`src/rtl/onehot_dec_pkg.sv`:
```
// Shared types and constants for the pipelined one-hot decoder.
// Optional build macro: ONEHOT_DECODER_ACTIVE_LOW_EN selects active-low
// (74x139-style) output words; undefined gives active-high words.
package onehot_dec_pkg;

   localparam int DEF_CODE_W = 2;
   localparam int DEF_CNT_W  = 16;

   // Occupancy of the head + skid buffer.
   typedef enum logic [1:0] {
      EMPTY = 2'd0,
      ONE   = 2'd1,
      TWO   = 2'd2
   } buf_state_t;

   // Level of every unselected bit; replicate to OUT_W for the all-inactive word.
`ifdef ONEHOT_DECODER_ACTIVE_LOW_EN
   localparam logic INACTIVE_LVL = 1'b1;
`else
   localparam logic INACTIVE_LVL = 1'b0;
`endif

endpackage

```
`src/rtl/onehot_dec_core.sv`:
```
// Combinational binary-to-one-hot decode with enable.
// Output polarity follows ONEHOT_DECODER_ACTIVE_LOW_EN via the package.
module onehot_dec_core
   import onehot_dec_pkg::*;
#(
   parameter int CODE_W = DEF_CODE_W
) (
   input  logic [CODE_W-1:0]      code,
   input  logic                   en,
   output logic [2**CODE_W-1:0]   word
);

   localparam int OUT_W = 2**CODE_W;

   // Start from the all-inactive word, then flip the selected bit when enabled.
   always_comb begin
      // NOTE: assign a default to every output of a combinational block before
      // any conditional update, otherwise synthesis infers a latch.
      word = {OUT_W{INACTIVE_LVL}};
      if (en) begin
         word[code] = ~INACTIVE_LVL;
      end
   end

endmodule

```
`src/rtl/onehot_decoder_pipe.sv`:
```
// Pipelined one-hot decoder: valid/ready input, two-entry head + skid
// buffer, registered one-hot output and a saturating decode-event counter.
// Optional build macro: ONEHOT_DECODER_ACTIVE_LOW_EN (active-low output words).
module onehot_decoder_pipe
   import onehot_dec_pkg::*;
#(
   parameter  int CODE_W = DEF_CODE_W,
   parameter  int CNT_W  = DEF_CNT_W,
   localparam int OUT_W  = 2**CODE_W
) (
   input  logic              clk,
   input  logic              rst,
   input  logic              in_valid,
   output logic              in_ready,
   input  logic [CODE_W-1:0] in_code,
   input  logic              in_en,
   output logic              out_valid,
   input  logic              out_ready,
   output logic [OUT_W-1:0]  out_onehot,
   output logic [CNT_W-1:0]  dec_count
);

   buf_state_t        state_q, state_d;
   logic              in_ready_q;
   logic [OUT_W-1:0]  head_word_q, skid_word_q;
   logic              head_en_q, skid_en_q;
   logic [CNT_W-1:0]  cnt_q;
   logic [OUT_W-1:0]  dec_word;
   logic              push, pop;
   logic              load_head_in, load_skid_in, shift_skid;

   // Words are decoded once, at acceptance, so the buffer stores final output values.
   onehot_dec_core #(.CODE_W(CODE_W)) u_core (
      .code (in_code),
      .en   (in_en),
      .word (dec_word)
   );

   assign push       = in_valid & in_ready_q;
   assign pop        = out_valid & out_ready;
   assign in_ready   = in_ready_q;
   assign out_valid  = (state_q != EMPTY);
   assign out_onehot = head_word_q;
   assign dec_count  = cnt_q;

   // Next buffer state and which register captures the incoming / skid entry.
   always_comb begin
      state_d      = state_q;
      load_head_in = 1'b0;
      load_skid_in = 1'b0;
      shift_skid   = 1'b0;
      case (state_q)
         EMPTY: begin
            if (push) begin
               state_d      = ONE;
               load_head_in = 1'b1;
            end
         end
         ONE: begin
            case ({push, pop})
               2'b10: begin
                  state_d      = TWO;
                  load_skid_in = 1'b1;
               end
               2'b01: state_d = EMPTY;
               2'b11: load_head_in = 1'b1;
               default: state_d = ONE;
            endcase
         end
         TWO: begin
            if (pop) begin
               state_d    = ONE;
               shift_skid = 1'b1;
            end
         end
         default: state_d = EMPTY;
      endcase
   end

   // Buffer state and registered in_ready (low only when both entries are full).
   always_ff @(posedge clk) begin
      // NOTE: sequential state uses non-blocking assignments so every register
      // samples pre-edge values regardless of statement order.
      if (rst) begin
         state_q    <= EMPTY;
         in_ready_q <= 1'b1;
      end else begin
         state_q    <= state_d;
         in_ready_q <= (state_d != TWO);
      end
   end

   // Head entry: visible on the output, so it resets to the all-inactive word.
   always_ff @(posedge clk) begin
      if (rst) begin
         head_word_q <= {OUT_W{INACTIVE_LVL}};
         head_en_q   <= 1'b0;
      end else if (load_head_in) begin
         head_word_q <= dec_word;
         head_en_q   <= in_en;
      end else if (shift_skid) begin
         head_word_q <= skid_word_q;
         head_en_q   <= skid_en_q;
      end
   end

   // Skid entry: only read when state is TWO.
   always_ff @(posedge clk) begin
      // NOTE: storage qualified by the state register needs no reset; clearing
      // the state alone discards its contents.
      if (load_skid_in) begin
         skid_word_q <= dec_word;
         skid_en_q   <= in_en;
      end
   end

   // Count delivered enabled words, holding at the all-ones maximum.
   always_ff @(posedge clk) begin
      if (rst) begin
         cnt_q <= '0;
      end else if (pop && head_en_q && (cnt_q != {CNT_W{1'b1}})) begin
         cnt_q <= cnt_q + CNT_W'(1);
      end
   end

endmodule

```
`config.mk`:
```
export PLATFORM = sky130hd
export DESIGN_NAME = onehot_decoder_pipe
export DESIGN_NICKNAME = d
export VERILOG_FILES = /design/src/rtl/onehot_dec_pkg.sv /design/src/rtl/onehot_dec_core.sv /design/src/rtl/onehot_decoder_pipe.sv
export SDC_FILE = /design/constraint.sdc
export NUM_CORES = 1
export LEC_CHECK = 0
export BUFFER_PORTS_ARGS = -buffer_cell sky130_fd_sc_hd__buf_2
export CORE_MARGIN = 8
export CORE_UTILIZATION = 30
export CTS_CLUSTER_DIAMETER = 30
export DETAILED_ROUTE_END_ITERATION = 16
export SETUP_SLACK_MARGIN = 0.05
export SYNTH_ARGS = -nofsm -noshare
export SYNTH_HDL_FRONTEND = slang
export SYNTH_SLANG_ARGS = --single-unit
```
`constraint.sdc`:
```
create_clock -name clk -period 2.5 [get_ports clk]
set_clock_uncertainty 0.1 [all_clocks]
set_input_delay 0.5 -clock clk [delete_from_list [all_inputs] [get_ports clk]]
set_output_delay 0.5 -clock clk [all_outputs]
set_load 0.01 [all_outputs]
```
==> impl_metrics.csv <==
group,metric,value,unit
outcome,status,"finished clean",
worst_setup_path,ff2ff_setup_slack,0.40,ns
yosys,synth_flop_cell,"dfxtp_1",
worst_setup_path,crit_path_end,"dec_count[10]$_SDFFE_PP0P_",
floorplan,die_y,83.67,um
sta,rsz0062_at_grt,"no",
routing,wl_per_cell,13.32,um
global_routing,grt_antenna_before_repair,0,
global_routing,grt_pass1_vias,1107,
worst_setup_path,critPathKind,"flop to flop",
worst_setup_path,start_kind,"flop",
floorplan,pin_count,29,
clock_network,cts_buffers,5,
sta,tns,0,ns
routing,via_count,1256,
routing,wl_met2,1.286,mm
placement,dp_hpwl,2.223,mm
routing,firstDrtPassIters,4,
clock_network,clockBufferDepth,2,
hold_path,hold_depth,2,
sta,timing.fmax,0.4770,GHz
yosys,synth_edf_count,5,
cells_and_area,nets,190,
floorplan,die_x,83.67,um
yosys,ys_ff_latch,29,
yosys,yosysUniqueCellTypes,39,
worst_setup_path,r2r_cells,5,
global_routing,grt_max_degree,25,
pwr,powerDensity,569.0,mW/mm2
clock_network,clkLatencyLatePin,0.28,ns
sta,post-route-period-util,83.86,%
cells_and_area,diodes,0,
clock_network,cts.repair.resized,0,
sta,fin_crit,2.096,ns
routing,wl_met1,1.533,mm
global_routing,grt_pass1_wl,5.250,mm
clock_network,ctsHtreeMaxLevel,2,
sta,hold_viol_final,0,
routing,drc,0,
cells_and_area,drive_gt1_share,24.59,%
routing,ant_nets,0,
yosys,yosysSeqAreaShare,45.90,%
cells_and_area,fillers,455,
sta,worstMarginPinSlew,0.4480,ns
worst_setup_path,crit_required,2.61,ns
worst_setup_path,cp_max_fo,7,
worst_setup_path,timing.rr.start,"dec_count[0]$_SDFFE_PP0P_",
floorplan,die_area,0.007001,mm2
clock_network,clock-sinks,29,
hold_path,min_path_type,"flop to flop",
routing,wl_met3,232,um
clock_network,cts_hold_buf,0,
cells_and_area,final_util,38.04,%
pwr,p_leak,0.6304,nW
floorplan,start_util,31.34,%
pwr,vdd_drop_max,0.2537,mV
clock_network,cts_setup_buffers,0,
yosys,synth.largest_area_cell,"dfxtp_1",
global_routing,track_usage,8.954,%
sta,fin_hold_ws,0.3518,ns
yosys,syn-cell-area,0.001374,mm2
worst_setup_path,startpoint,"dec_count[0]$_SDFFE_PP0P_",
worst_setup_path,arrival,2.21,ns
clock_network,clk_pin_slew,0.06,ns
yosys,synthArstFlopShare,0,%
yosys,synth.most_common_cell,"dfxtp_1",
routing,top_layer_used,"met4",
yosys,yosys_warnings,0,
routing,viasPerCell,5.345,
yosys,syn-instance-count,150,
routing,drt-total-wl,3.131,mm
yosys,avgSynthCellArea,9.159,um2
yosys,synth_nets,158,
placement,port_buffers,28,
floorplan,rows,24,
yosys,synth_top_cell_area_share,34.97,%
sta,drv_slew,0,
clock_network,tritoncts,"yes",
job,maxCapViolCount,0,
clock_network,clk_root_buffer_cell,"clkbuf_8",
worst_setup_path,end_kind,"flop",
yosys,synthTopCellsByCount,"24 x dfxtp_1, 16 x a21oi_1, 14 x nand2_1, 9 x or4_1, 8 x nor2_1",
sta,slew_headroom,69.91,%
placement,gp_congestion,0.7494,
global_routing,grt_overflow,0,
sta,final-setup-viol-count,0,
routing,drt_iter0_drc,87,
cells_and_area,area_growth,21.40,%
worst_setup_path,reg2reg_to,"dec_count[10]$_SDFFE_PP0P_",
floorplan,core_region_area,0.004384,mm2
yosys,synthTopCellsByArea,"dfxtp_1 35%, edfxtp_1 11%, a21oi_1 5.8%, or4_1 4.9%, nand2_1 3.8%",
[report_power, final]
part | leakage, nW | internal (W) | switching [W]
logic | 0.343 | 0.0000260 | 0.0000340
clock network | 0.0486 | 0.000218 | 0.000180
registers | 0.239 | 0.000484 | 0.00000747
[critical path, cell delays in order (launching register included)]
cell and delay (ns):
dfxtp_1 0.41, ha_1 0.22, nand4_1 0.26, or3_1 0.48, or4_1 0.42, a21oi_1 0.14
[flip-flops by register name, summed over array words and instances, names as in the netlist]
| signal | cells |
|---|---|
| out_onehot | 4 |
| dec_count | 16 |
| head_en_q | 1 |
| in_ready | 1 |
| skid_word_q | 4 |
| state_q | 2 |
| skid_en_q | 1 |
[cell usage in the layout, fill, tap and decap left out, types with 5 or more instances in the layout]
cell      netlist  routed
dfxtp_1        24      24
buf_2           1      28
o31ai_1         7       7
clkbuf_8        0       6
edfxtp_1        5       5
nand2_1        14      14
nand3_1         7       7
a21oi_1        16      16
or4_1           9       9
nor2_1          8       8
[cell families (layout without fill, tap and decap cells)]
logic type | after synthesis | after routing | share of synthesized area, %
fa+ha+maj | 1 | 1 | 0.9106
compound gates | 38 | 38 | 18.49
buf+inv | 11 | 44 | 3.460
simple gates | 65 | 65 | 26.59
mux | 6 | 6 | 4.645
flops | 29 | 29 | 45.90
[layout make-up]
cell class                      count  area [um2]  share of cell area, %
Clock inverter                      2       8.758                 0.5251
Clock buffer                        6       82.58                  4.951
Sequential cell                    29       630.6                  37.81
Inverter                            4       15.01                 0.9002
Timing Repair Buffer               32       170.2                  10.20
Multi-Input combinational cell    110       695.7                  41.71
Tap cell                           52       65.06                  3.901
[worst min-delay path by stage]
| stage | start | endpoint | slack, ns |
|---|---|---|---|
| finish | out_onehot[3]$_SDFFE_PP0P_ | out_onehot[3]$_SDFFE_PP0P_ | 0.35 |
| CTS | in_en | skid_en_q$_DFFE_PP_ | 0.35 |
| floorplan | skid_word_q[0]$_DFFE_PP_ | out_onehot[0]$_SDFFE_PP0P_ | 0.37 |
| detailed placement | out_onehot[3]$_SDFFE_PP0P_ | out_onehot[3]$_SDFFE_PP0P_ | 0.35 |
| global placement | out_onehot[3]$_SDFFE_PP0P_ | out_onehot[3]$_SDFFE_PP0P_ | 0.34 |
| global route | in_en | skid_en_q$_DFFE_PP_ | 0.37 |
[stage by stage]
stage               instance area [um2]  setup slack [ns]  cells   power, W
floorplan                          1374            0.4406    150  0.0005368
CTS                                1668            0.3847    235  0.0009650
detailed placement                 1577            0.3361    227  0.0005616
global route                       1668            0.2216    235  0.0009930
finish                             1668            0.4036    235  0.0009489
global placement                   1577            0.3704    227  0.0005616
[per-layer routing]
metal / up-vias / global-route usage (%)
met5: - / 0
met4: 0 / 5.651
met3: 11 / 3.906
met2: 44 / 12.63
met1: 564 / 10.77
li1: 637 / -
(Power assumes the default switching activity.)
